`src/rtl/seg7_pkg.sv`:
```
// Shared constants for the 7-segment capture path: active-low segment patterns
// {a..g}, special decode codes and the run-counter width helper.
package seg7_pkg;

  localparam logic [6:0] SEG_0     = 7'b0000001;
  localparam logic [6:0] SEG_1     = 7'b1001111;
  localparam logic [6:0] SEG_2     = 7'b0010010;
  localparam logic [6:0] SEG_3     = 7'b0000110;
  localparam logic [6:0] SEG_4     = 7'b1001100;
  localparam logic [6:0] SEG_5     = 7'b0100100;
  localparam logic [6:0] SEG_6     = 7'b0100000;
  localparam logic [6:0] SEG_7     = 7'b0001111;
  localparam logic [6:0] SEG_8     = 7'b0000000;
  localparam logic [6:0] SEG_9     = 7'b0000100;
  localparam logic [6:0] SEG_BLANK = 7'b1111111;

  localparam logic [3:0] CODE_BLANK = 4'hF;
  localparam logic [3:0] CODE_ERR   = 4'hE;

  // Counter must be able to hold the value STABLE_CYCLES itself.
  function automatic int cnt_width(input int stable_cycles);
    return $clog2(stable_cycles + 1);
  endfunction

endpackage

```
`src/rtl/seg7_to_bcd.sv`:
```
// Combinational decode of one active-low segment pattern to a BCD code;
// blank maps to 4'hF, any unknown pattern to 4'hE with err set.
module seg7_to_bcd
  import seg7_pkg::*;
(
  input  logic [6:0] seg,
  output logic [3:0] code,
  output logic       err
);

  always_comb begin
    code = CODE_ERR;
    err  = 1'b1;
    case (seg)
      SEG_0:     begin code = 4'd0;       err = 1'b0; end
      SEG_1:     begin code = 4'd1;       err = 1'b0; end
      SEG_2:     begin code = 4'd2;       err = 1'b0; end
      SEG_3:     begin code = 4'd3;       err = 1'b0; end
      SEG_4:     begin code = 4'd4;       err = 1'b0; end
      SEG_5:     begin code = 4'd5;       err = 1'b0; end
      SEG_6:     begin code = 4'd6;       err = 1'b0; end
      SEG_7:     begin code = 4'd7;       err = 1'b0; end
      SEG_8:     begin code = 4'd8;       err = 1'b0; end
      SEG_9:     begin code = 4'd9;       err = 1'b0; end
      SEG_BLANK: begin code = CODE_BLANK; err = 1'b0; end
      default:   ;
    endcase
  end

endmodule

```
`src/rtl/seg7_capture.sv`:
```
// Samples a multiplexed 7-segment bus, accepts each digit after a stable run,
// and publishes a full frame of BCD codes over a valid/ready handshake.
module seg7_capture
  import seg7_pkg::*;
#(
  parameter int N_DIGITS      = 4,
  parameter int STABLE_CYCLES = 3
) (
  input  logic                    clk,
  input  logic                    rst,
  input  logic                    sample_en,
  input  logic [6:0]              seg_in,
  input  logic [N_DIGITS-1:0]     dig_en,
  output logic [4*N_DIGITS-1:0]   out_bcd,
  output logic [N_DIGITS-1:0]     out_err,
  output logic                    out_valid,
  input  logic                    out_ready
);

  localparam int            CW         = cnt_width(STABLE_CYCLES);
  localparam logic [CW-1:0] STABLE_CNT = CW'(STABLE_CYCLES);

  logic [3:0]              dec_code;
  logic                    dec_err;
  logic [4*N_DIGITS-1:0]   shadow_bcd;
  logic [N_DIGITS-1:0]     shadow_err;
  logic [N_DIGITS-1:0]     seen;
  logic [CW-1:0]           run_cnt;
  logic [N_DIGITS-1:0]     last_dig;
  logic [6:0]              last_pat;
  logic                    committed;

  logic                    one_hot;
  logic                    qualified;
  logic                    same_run;
  logic [CW-1:0]           cnt_next;
  logic                    commit;
  logic [N_DIGITS-1:0]     commit_mask;
  logic                    mask_full;
  logic                    publish;

  seg7_to_bcd u_dec (
    .seg  (seg_in),
    .code (dec_code),
    .err  (dec_err)
  );

  always_comb begin
    one_hot   = (dig_en != '0) && ((dig_en & (dig_en - N_DIGITS'(1))) == '0);
    qualified = sample_en && one_hot;
    same_run  = (dig_en == last_dig) && (seg_in == last_pat);
    if (!same_run)
      cnt_next = CW'(1);
    else if (run_cnt == STABLE_CNT)
      cnt_next = run_cnt;
    else
      cnt_next = run_cnt + CW'(1);
    // A run that already committed stays quiet until it is broken.
    commit      = qualified && (cnt_next == STABLE_CNT) && !(same_run && committed);
    commit_mask = commit ? dig_en : '0;
    mask_full   = &seen;
    publish     = mask_full && (!out_valid || out_ready);
  end

  always_ff @(posedge clk or posedge rst) begin
    if (rst) begin
      run_cnt   <= '0;
      last_dig  <= '0;
      last_pat  <= '0;
      committed <= 1'b0;
    end else if (sample_en) begin
      if (qualified) begin
        last_dig  <= dig_en;
        last_pat  <= seg_in;
        run_cnt   <= cnt_next;
        committed <= commit || (same_run && committed);
      end else begin
        run_cnt   <= '0;
        committed <= 1'b0;
      end
    end
  end

  always_ff @(posedge clk or posedge rst) begin
    if (rst) begin
      shadow_bcd <= {N_DIGITS{CODE_BLANK}};
      shadow_err <= '0;
    end else begin
      for (int i = 0; i < N_DIGITS; i++) begin
        if (commit_mask[i]) begin
          shadow_bcd[4*i +: 4] <= dec_code;
          shadow_err[i]        <= dec_err;
        end
      end
    end
  end

  // Publishing takes the pre-commit shadow; a same-cycle commit keeps its seen bit.
  always_ff @(posedge clk or posedge rst) begin
    if (rst) begin
      seen      <= '0;
      out_bcd   <= {N_DIGITS{CODE_BLANK}};
      out_err   <= '0;
      out_valid <= 1'b0;
    end else begin
      if (publish) begin
        seen      <= commit_mask;
        out_bcd   <= shadow_bcd;
        out_err   <= shadow_err;
        out_valid <= 1'b1;
      end else begin
        seen <= seen | commit_mask;
        if (out_ready)
          out_valid <= 1'b0;
      end
    end
  end

endmodule

```
`config.mk`:
```
export PLATFORM = sky130hd
export DESIGN_NAME = seg7_capture
export DESIGN_NICKNAME = d
export VERILOG_FILES = /design/src/rtl/seg7_pkg.sv /design/src/rtl/seg7_to_bcd.sv /design/src/rtl/seg7_capture.sv
export SDC_FILE = /design/constraint.sdc
export NUM_CORES = 1
export LEC_CHECK = 0
export BUFFER_PORTS_ARGS = -buffer_cell sky130_fd_sc_hd__buf_2
export CELL_PAD_IN_SITES_DETAIL_PLACEMENT = 0
export CELL_PAD_IN_SITES_GLOBAL_PLACEMENT = 1
export CORE_ASPECT_RATIO = 0.6
export CORE_MARGIN = 2
export CORE_UTILIZATION = 35
export DETAILED_ROUTE_END_ITERATION = 12
export PLACE_DENSITY_LB_ADDON = 0.1
export SLEW_MARGIN = 15
export SYNTH_ARGS = -nofsm -noshare
export SYNTH_HDL_FRONTEND = slang
export SYNTH_SLANG_ARGS = --single-unit
```
`constraint.sdc`:
```
create_clock -name clk -period 5 [get_ports clk]
set_clock_uncertainty 0.05 [all_clocks]
set_input_delay 1.25 -clock clk [delete_from_list [all_inputs] [get_ports clk]]
set_output_delay 1.25 -clock clk [all_outputs]
set_load 0.01 [all_outputs]
```
==> results of run 1 <==
## cell usage in the layout, fill, tap and decap left out, types with 2 or more instances in the layout
master / n
buf_2: 35
dfstp_2: 32
mux2_2: 31
dfrtp_1: 27
mux2_1: 16
xnor2_1: 12
clkbuf_16: 9
a31oi_1: 8
a21oi_1: 7
nand3_1: 6
nand4_1: 6
o21ai_0: 6
inv_1: 6
and2_1: 5
nand2_1: 5
nor2_1: 5
nor3_1: 4
nand3_2: 4
clkbuf_1: 3
nor4b_1: 2
nand3b_1: 2
nor2b_1: 2
clkbuf_8: 2
buf_4: 2
## routing by layer
layer / GRT usage / vias up
met5: 0 / -
met4: 0.0471 / 0
met3: 0.0660 / 10
met2: 0.191 / 44
met1: 0.240 / 887
li1: - / 873
## cell families (layout without fill, tap and decap cells)
logic type / after synthesis / in the layout
and+or+nand+nor: 51 / 51
xor gates and xnor gates: 12 / 12
DFF: 59 / 59
buffers and inverters: 21 / 60
AOI/OAI and AO/OA: 32 / 32
muxes: 47 / 47
## report_power, final
group          switching (mW)  internal [mW]
logic                  0.0644         0.0528
registers              0.0163          0.505
clock network           0.207          0.412
total                   0.287          0.970
## flip-flops by register name (all words and copies together) (netlist names)
signal      count
out_bcd        16
shadow_bcd     16
last_pat        7
last_dig        4
out_err         4
seen            4
shadow_err      4
run_cnt         2
committed       1
out_valid       1
## worst max path at each step
stage | cells after the start | slack, ns | startpoint | endpoint
after floorplan | 1 | 2.30 | rst | committed
after global placement | 6 | 2.03 | dig_en[2] | last_dig[1]
after detailed placement | 6 | 2.01 | dig_en[2] | last_pat[0]
after CTS | 6 | 2.35 | dig_en[2] | last_dig[2]
after global routing | 6 | 2.24 | dig_en[2] | last_pat[3]
final | 6 | 2.35 | dig_en[2] | last_dig[2]
## final cells by class
cell class / count / area, sq um
fillers: 774 / 4470
flip-flops and latches: 59 / 1520
multi-input cells: 142 / 1180
clock buffers: 14 / 264
repair buffers: 37 / 190
well taps: 108 / 135
clock inverters: 2 / 35.0
inverters: 7 / 26.3
## cells in the mapped netlist (all sizes together) (5+ instances only)
| cell type | instances |
|---|---|
| mux2 | 47 |
| nor2 | 6 |
| nand3 | 10 |
| nor3 | 5 |
| a21oi | 9 |
| and2 | 5 |
| dfrtp | 27 |
| xnor2 | 12 |
| dfstp | 32 |
| clkbuf | 7 |
| o21ai | 6 |
| inv | 7 |
| nand2 | 5 |
| a31oi | 8 |
| nand4 | 6 |
| buf | 7 |
## through the flow
step | setup slack (ns) | area [sq um] | utilization | std cells
after floorplan | 2.30 | 2800 | - | 222
after global placement | 2.03 | 3050 | 0.390 | 353
after detailed placement | 2.01 | 3050 | 0.390 | 353
after CTS | 2.35 | 3350 | 0.428 | 369
after global routing | 2.24 | 3350 | 0.428 | 369
final | 2.35 | 3350 | 0.428 | 369
==> impl_metrics.env, run 1 <==
export IMPL_critPathMostFrequentCell="nand2_1"
export IMPL_grt_pass1_vias=1736
export IMPL_wl_met3_microns=337
export IMPL_antenna_found_initial=0
export IMPL_crit_chain="buf_2 > nor4b_1 > a21oi_1 > nand2_1 > nand2_1 > mux2_2"
export IMPL_grt_usage=0.156
export IMPL_grt_max_degree=41
export IMPL_arrival_ns=2.80
export IMPL_wirelength_mm=5.97
export IMPL_power_density_mw_per_mm2=376
export IMPL_r2r_end="run_cnt[0]"
export IMPL_layout_min_cycle_time_ns=2.65
export IMPL_synth_xor_area_frac=0.0375
export IMPL_seq_area_frac_synth=0.541
export IMPL_yosysTopAreaCell="dfstp_2"
export IMPL_drive_above_1_share=0.479
export IMPL_worstSkewPairLatency_ns=0.32
export IMPL_cts_tree="yes"
export IMPL_dr_wl_met2_mm=2.13
export IMPL_maxSlewHeadroom=0.430
export IMPL_clock_sinks=59
export IMPL_drv_cap=0
export IMPL_drt_pass1_iterations=4
export IMPL_async_flop_share=1.00
export IMPL_crit_type="input pin to register"
export IMPL_final_max_slew_viol_count=0
export IMPL_crit_slowest_cell="nand2_1"
export IMPL_hold_buffers=0
export IMPL_drtIter0Drc=100
export IMPL_path_buf_inv=1
export IMPL_via_count=1814
export IMPL_cts_path_max_buffers=2
export IMPL_cts_buffers=9
export IMPL_hp_class="register to register"
export IMPL_cts_root_buf="clkbuf_16"
export IMPL_rows=25
export IMPL_peakVddDrop_v=0.000178
export IMPL_die_area_sq_mm=0.00876
export IMPL_grt_pass1_wl_mm=9.98
export IMPL_m1WireLength_mm=3.43
export IMPL_die_width_microns=120
export IMPL_ys_warn_count=0
export IMPL_htreeDepth=3
export IMPL_fin_hold_ws_ns=0.439
export IMPL_crit_path_max_fanout=11
export IMPL_cpLargestDelayFamily="simple AND/OR/NAND/NOR gates"
export IMPL_hold_end="shadow_err[1]"
export IMPL_ant_nets=0
export IMPL_die_h_microns=73.3
export IMPL_port_buffers=35
export IMPL_setup_tns_ns=0
export IMPL_ios=36
export IMPL_synth_top_family_by_area="multiplexers"
export IMPL_routabilityCongestion=0.783
export IMPL_synthCells=222
export IMPL_rsz0062_at_grt="no"
export IMPL_fin_nets=271
export IMPL_fmax_mhz=378
export IMPL_path_clk_slew_ns=0.05
export IMPL_hold_depth=1
export IMPL_highest_layer="met4"
export IMPL_synth_seq_cells=59
export IMPL_post_cts_repair_setup_buffers=0
export IMPL_ys_flop_type="dfstp_2"
export IMPL_synthSimpleGateAreaFrac=0.118
export IMPL_worstMarginPinSlew_ns=0.854
export IMPL_status="finished clean"
export IMPL_core_area_sq_mm=0.00782
export IMPL_reg2reg_slack_ns=3.15
export IMPL_area_growth_pct=19.6
export IMPL_synth_compound_area_share=0.0764
export IMPL_n_antenna_cell=0
export IMPL_min_from="shadow_err[1]"
export IMPL_drc=0
export IMPL_endpoint_kind="register"
export IMPL_cts_resized=0
export IMPL_worstSetupStartpointType="input pin"
export IMPL_synth_top_area_frac=0.300
export IMPL_detail_route_wl_per_cell_microns=16.2
export IMPL_globalRouteOverflowTotal=0
export IMPL_syn_area_per_cell_sq_um=12.6
export IMPL_power_leakage_nw=1.45
export IMPL_total_power_mw=1.26
export IMPL_viasPerCell=4.92
export IMPL_finalHoldViolCount=0
export IMPL_period_share=0.530
export IMPL_setup_viol=0
export IMPL_synthAdderAreaFrac=0
export IMPL_yosysUniqueCellTypes=42
export IMPL_dpl_hpwl_mm=4.15
export IMPL_syn_nets=237
export IMPL_synth_area_leaders="dfstp_2, dfrtp_1, mux2_2"
export IMPL_cp_slowest_stage_delay_ns=0.42
export IMPL_synth_edff_count=0
export IMPL_syn_area_sq_mm=0.00280
export IMPL_timing_rr_start="last_dig[0]"
export IMPL_reg2reg_depth=5
export IMPL_initial_core_util=0.358
export IMPL_synth_area_mux_share=0.189
export IMPL_required_ns=5.16
(Power assumes the default switching activity.)
==> run 2, diff against run 1 <==
==> constraint.sdc (replaced) <==
create_clock -name clk -period 2.7 [get_ports clk]
set_clock_uncertainty 0.05 [all_clocks]
set_input_delay 0.675 -clock clk [delete_from_list [all_inputs] [get_ports clk]]
set_output_delay 0.675 -clock clk [all_outputs]
set_load 0.01 [all_outputs]
==> impl_metrics.env, run 2 (synthesis gave the netlist of run 1 again) <==
export IMPL_status="finished clean"
export IMPL_port_buffers=35
export IMPL_setup_tns_ns=0
export IMPL_fin_cells=371
export IMPL_endpoint_kind="register"
export IMPL_hold_buffers=0
export IMPL_routabilityCongestion=0.759
export IMPL_globalRouteOverflowTotal=0
export IMPL_crit_slowest_cell="mux2_2"
export IMPL_peakVddDrop_v=0.000294
export IMPL_rows=25
export IMPL_drt_pass1_iterations=4
export IMPL_final_util=0.438
export IMPL_wirelength_mm=5.79
export IMPL_fin_nets=273
export IMPL_crit_path_max_fanout=11
export IMPL_cts_resized=0
export IMPL_crit_chain="buf_2 > nor4b_1 > a21oi_1 > nand2_1 > nand2_1 > buf_4 > mux2_2"
export IMPL_cp_slowest_stage_delay_ns=0.35
export IMPL_total_power_mw=2.50
export IMPL_die_width_microns=120
export IMPL_period_share=0.731
export IMPL_critPathMostFrequentCell="nand2_1"
export IMPL_fmax_mhz=507
export IMPL_final_cell_mix="buf_2, dfstp_2, mux2_2, dfrtp_1, mux2_1"
export IMPL_cts_root_buf="clkbuf_16"
export IMPL_n_fill_cell=740
export IMPL_required_ns=2.86
export IMPL_core_area_sq_mm=0.00782
export IMPL_arrival_ns=2.13
export IMPL_worstSetupStartpoint="dig_en[2]"
export IMPL_setup_viol=0
export IMPL_drtIter0Drc=89
export IMPL_cts_buffers=9
export IMPL_finalHoldViolCount=0
export IMPL_grt_usage=0.149
export IMPL_viasPerCell=4.95
export IMPL_power_density_mw_per_mm2=730
export IMPL_clock_sinks=59
export IMPL_initial_core_util=0.358
export IMPL_drive_above_1_share=0.487
export IMPL_drv_cap=0
export IMPL_ios=36
export IMPL_post_place_cells=355
export IMPL_cts_tree="yes"
export IMPL_antenna_found_initial=0
export IMPL_via_count=1836
export IMPL_cts_path_max_buffers=2
export IMPL_grt_pass1_wl_mm=9.58
export IMPL_layout_min_cycle_time_ns=1.97
export IMPL_power_leakage_nw=1.48
export IMPL_grt_pass1_vias=1773
export IMPL_area_growth_pct=22.2
export IMPL_rsz0062_at_grt="no"
export IMPL_worstSetupStartpointType="input pin"
export IMPL_dpl_hpwl_mm=4.07
export IMPL_detail_route_wl_per_cell_microns=15.6
export IMPL_worstSkewPairLatency_ns=0.33
export IMPL_die_h_microns=73.3
export IMPL_worstMarginPinSlew_ns=0.474
export IMPL_hp_class="input pin to asynchronous set/reset pin"
export IMPL_drc=0
export IMPL_n_antenna_cell=0
export IMPL_final_common_cell="buf_2"
export IMPL_maxSlewHeadroom=0.682
export IMPL_post_cts_repair_setup_buffers=0
export IMPL_final_max_slew_viol_count=0
export IMPL_grt_max_degree=60
export IMPL_htreeDepth=3
export IMPL_crit_type="input pin to register"
export IMPL_ant_nets=0
export IMPL_path_clk_slew_ns=0.05
export IMPL_top_regs="out_bcd: 16 flops, shadow_bcd: 16 flops, last_pat: 7 flops"
export IMPL_die_area_sq_mm=0.00876
export IMPL_reg2reg_depth=5
export IMPL_timing_rr_start="committed"
## run 2: final cells by class
class / count / area [sq um] / share of cell area
repair buffers: 39 / 218 / 0.0636
clock inverters: 4 / 97.6 / 0.0285
flip-flops and latches: 59 / 1520 / 0.443
inverters: 7 / 26.3 / 0.00768
clock buffers: 12 / 246 / 0.0720
multi-input cells: 142 / 1180 / 0.346
well taps: 108 / 135 / 0.0395
## run 2: metal layers
metal | vias up | GRT usage | share of wire
met4 | 0 | 0.0706 | 0.0083
met3 | 5 | 0.0528 | 0.046
met1 | 906 | 0.232 | 0.58
met5 | - | 0 | 0
met2 | 47 | 0.178 | 0.37
li1 | 878 | - | -
## run 2: worst paths after layout
path                                 end  slack, ns
setup / recovery             last_pat[4]       0.73
hold / removal                out_err[3]       0.36
setup reg to reg           shadow_err[0]       0.93
hold reg to reg                committed       0.44
max in group asynchronous  shadow_bcd[2]       1.94
min in group clk               committed       0.44
## run 2: critical path, delay by kind of cell
family / cells / cell delay (ns)
AOI/OAI and AO/OA: 1 / 0.30
buffers and inverters: 2 / 0.36
muxes: 1 / 0.35
and+or+nand+nor: 3 / 0.44
## run 2: power breakdown
part / switching [mW] / total (mW) / leakage (nW) / internal, mW
clock network: 0.384 / 1.31 / 0.163 / 0.926
logic: 0.119 / 0.220 / 0.638 / 0.102
registers: 0.0309 / 0.967 / 0.682 / 0.936
total: 0.533 / 2.50 / 1.48 / 1.96
## run 2: through the flow
| stage | instance area (sq um) | hold slack, ns | setup slack, ns |
|---|---|---|---|
| global placement | 3080 | 0.421 | 0.396 |
| finish | 3420 | 0.362 | 0.726 |
| floorplan | 2800 | 0.404 | 0.572 |
| detailed placement | 3080 | 0.432 | 0.392 |
| global route | 3420 | 0.382 | 0.634 |
| CTS | 3420 | 0.359 | 0.740 |
==> run 3, diff against run 2 <==
==> constraint.sdc (replaced) <==
create_clock -name clk -period 1.6 [get_ports clk]
set_clock_uncertainty 0.05 [all_clocks]
set_input_delay 0.4 -clock clk [delete_from_list [all_inputs] [get_ports clk]]
set_output_delay 0.4 -clock clk [all_outputs]
set_load 0.01 [all_outputs]
==> impl_metrics.env, run 3 (synthesis gave the netlist of run 1 again) <==
export IMPL_cts_path_max_buffers=2
export IMPL_wirelength_mm=6.35
export IMPL_clock_sinks=59
export IMPL_rsz0062_at_grt="yes"
export IMPL_via_count=1954
export IMPL_drtIter0Drc=91
export IMPL_cts_root_buf="clkbuf_16"
export IMPL_endpoint_kind="register"
export IMPL_drt_pass1_iterations=4
export IMPL_setup_viol=22
export IMPL_worstMarginPinSlew_ns=0.459
export IMPL_detail_route_wl_per_cell_microns=15.5
export IMPL_antenna_found_initial=0
export IMPL_core_area_sq_mm=0.00782
export IMPL_power_density_mw_per_mm2=1040
export IMPL_die_area_sq_mm=0.00876
export IMPL_cts_buffers=9
export IMPL_area_growth_pct=41.0
export IMPL_cts_tree="yes"
export IMPL_finalHoldViolCount=0
export IMPL_htreeDepth=3
export IMPL_peakVddDrop_v=0.000438
export IMPL_power_leakage_nw=1.81
export IMPL_status="finished, violations left"
export IMPL_die_width_microns=120
export IMPL_ios=36
export IMPL_n_fill_cell=719
export IMPL_fmax_mhz=561
export IMPL_path_clk_slew_ns=0.05
export IMPL_dpl_hpwl_mm=4.56
export IMPL_fin_ws_ns=-0.184
export IMPL_rows=25
export IMPL_final_util=0.505
export IMPL_final_max_slew_viol_count=0
export IMPL_n_antenna_cell=0
export IMPL_drive_above_1_share=0.651
export IMPL_top_regs="out_bcd: 16 flops, shadow_bcd: 16 flops, last_pat: 7 flops"
export IMPL_crit_type="register to register"
export IMPL_required_ns=1.76
export IMPL_maxSlewHeadroom=0.694
export IMPL_grt_usage=0.161
export IMPL_viasPerCell=4.78
export IMPL_grt_max_degree=26
export IMPL_worstSetupStartpointType="register"
export IMPL_fin_nets=311
export IMPL_worstSkewPairLatency_ns=0.33
export IMPL_globalRouteOverflowTotal=0
export IMPL_hp_class="input pin to asynchronous set/reset pin"
export IMPL_period_share=1.11
export IMPL_violations="negative setup slack"
export IMPL_grt_pass1_vias=1953
export IMPL_drc=0
export IMPL_layout_min_cycle_time_ns=1.78
export IMPL_final_cell_mix="buf_2, buf_4, dfstp_2, dfrtp_1"
export IMPL_port_buffers=35
export IMPL_arrival_ns=1.94
export IMPL_die_h_microns=73.3
export IMPL_drv_cap=0
export IMPL_ant_nets=0
export IMPL_routabilityCongestion=0.749
export IMPL_grt_pass1_wl_mm=10.5
export IMPL_crit_path_max_fanout=5
export IMPL_pre_cts_ws_ns=-0.402
export IMPL_initial_core_util=0.358
-- run 3: cell count changes in the layout (fill, tap and decap cells not counted), moves of 2 or more --
| cell | change |
|---|---|
| xnor2_2 | +11 |
| xnor2_1 | -11 |
| mux2_2 | -10 |
| clkinvlp_4 | +2 |
| nand3_2 | -3 |
| clkinv_2 | +2 |
| mux2_4 | +21 |
| mux2_1 | -11 |
| buf_12 | +5 |
| buf_4 | +32 |
| bufinv_16 | -3 |
| nand3_4 | +4 |
-- run 3: per-stage QoR --
stage | total power [mW] | cell area (sq um) | hold slack (ns) | std cells | setup TNS [ns]
finish | 4.11 | 3950 | 0.0378 | 409 | -2.54
global route | 4.29 | 3950 | 0.0557 | 409 | -4.73
CTS | 4.12 | 3850 | 0.0353 | 406 | -3.28
detailed placement | 2.28 | 3500 | 0.391 | 388 | -9.98
global placement | 2.28 | 3500 | 0.396 | 388 | -10.0
floorplan | 2.06 | 2950 | 0.404 | 222 | -4.57
-- run 3: worst paths after layout --
kind                              from             to  slack [ns]  depth (start not counted)
setup reg to reg           last_pat[0]  shadow_err[2]       -0.18                          6
min in group clk             out_ready      out_valid        0.21                          2
max in group asynchronous          rst  shadow_bcd[9]        0.92                          3
setup / recovery           last_pat[0]  shadow_err[2]       -0.18                          6
hold / removal                     rst      out_valid        0.04                          2
hold reg to reg             out_err[3]     out_err[3]        0.45                          1
-- run 3: final cells by class --
class	instances	area, sq um	share of cell area
flip-flops and latches	59	1520	0.384
multi-input cells	142	1420	0.359
repair buffers	77	569	0.144
clock buffers	12	256	0.0649
well taps	108	135	0.0342
inverters	7	30.0	0.00760
clock inverters	4	25.0	0.00633
-- run 3: power by group --
| part | switching (mW) | internal (mW) |
|---|---|---|
| clock network | 0.667 | 1.12 |
| registers | 0.0803 | 1.58 |
| logic | 0.264 | 0.392 |
-- run 3: per-layer routing --
| metal | up-vias | share of wire | GRT usage |
|---|---|---|---|
| li1 | 953 | - | - |
| met1 | 956 | 0.56 | 0.247 |
| met2 | 36 | 0.38 | 0.201 |
| met3 | 9 | 0.043 | 0.0590 |
| met4 | 0 | 0.012 | 0.0627 |
| met5 | - | 0 | 0 |
-- run 3: repair_timing --
action | CTS | global route
pin swaps | 10 | 9
gates cloned | 0 | 0
gates resized for setup | 11 | 12
hold buffers | 0 | 0
setup endpoints to repair | 22 | 27
buffers inserted | 2 | 3
hold endpoints to repair | 0 | 0
-- run 3: worst max-delay path, stage by stage, from the launching register on --
cell      delay (ns)
dfrtp_1         0.40
xnor2_2         0.24
nand4b_1        0.19
a21oi_4         0.18
buf_12          0.14
nand3_4         0.12
mux2_4          0.33
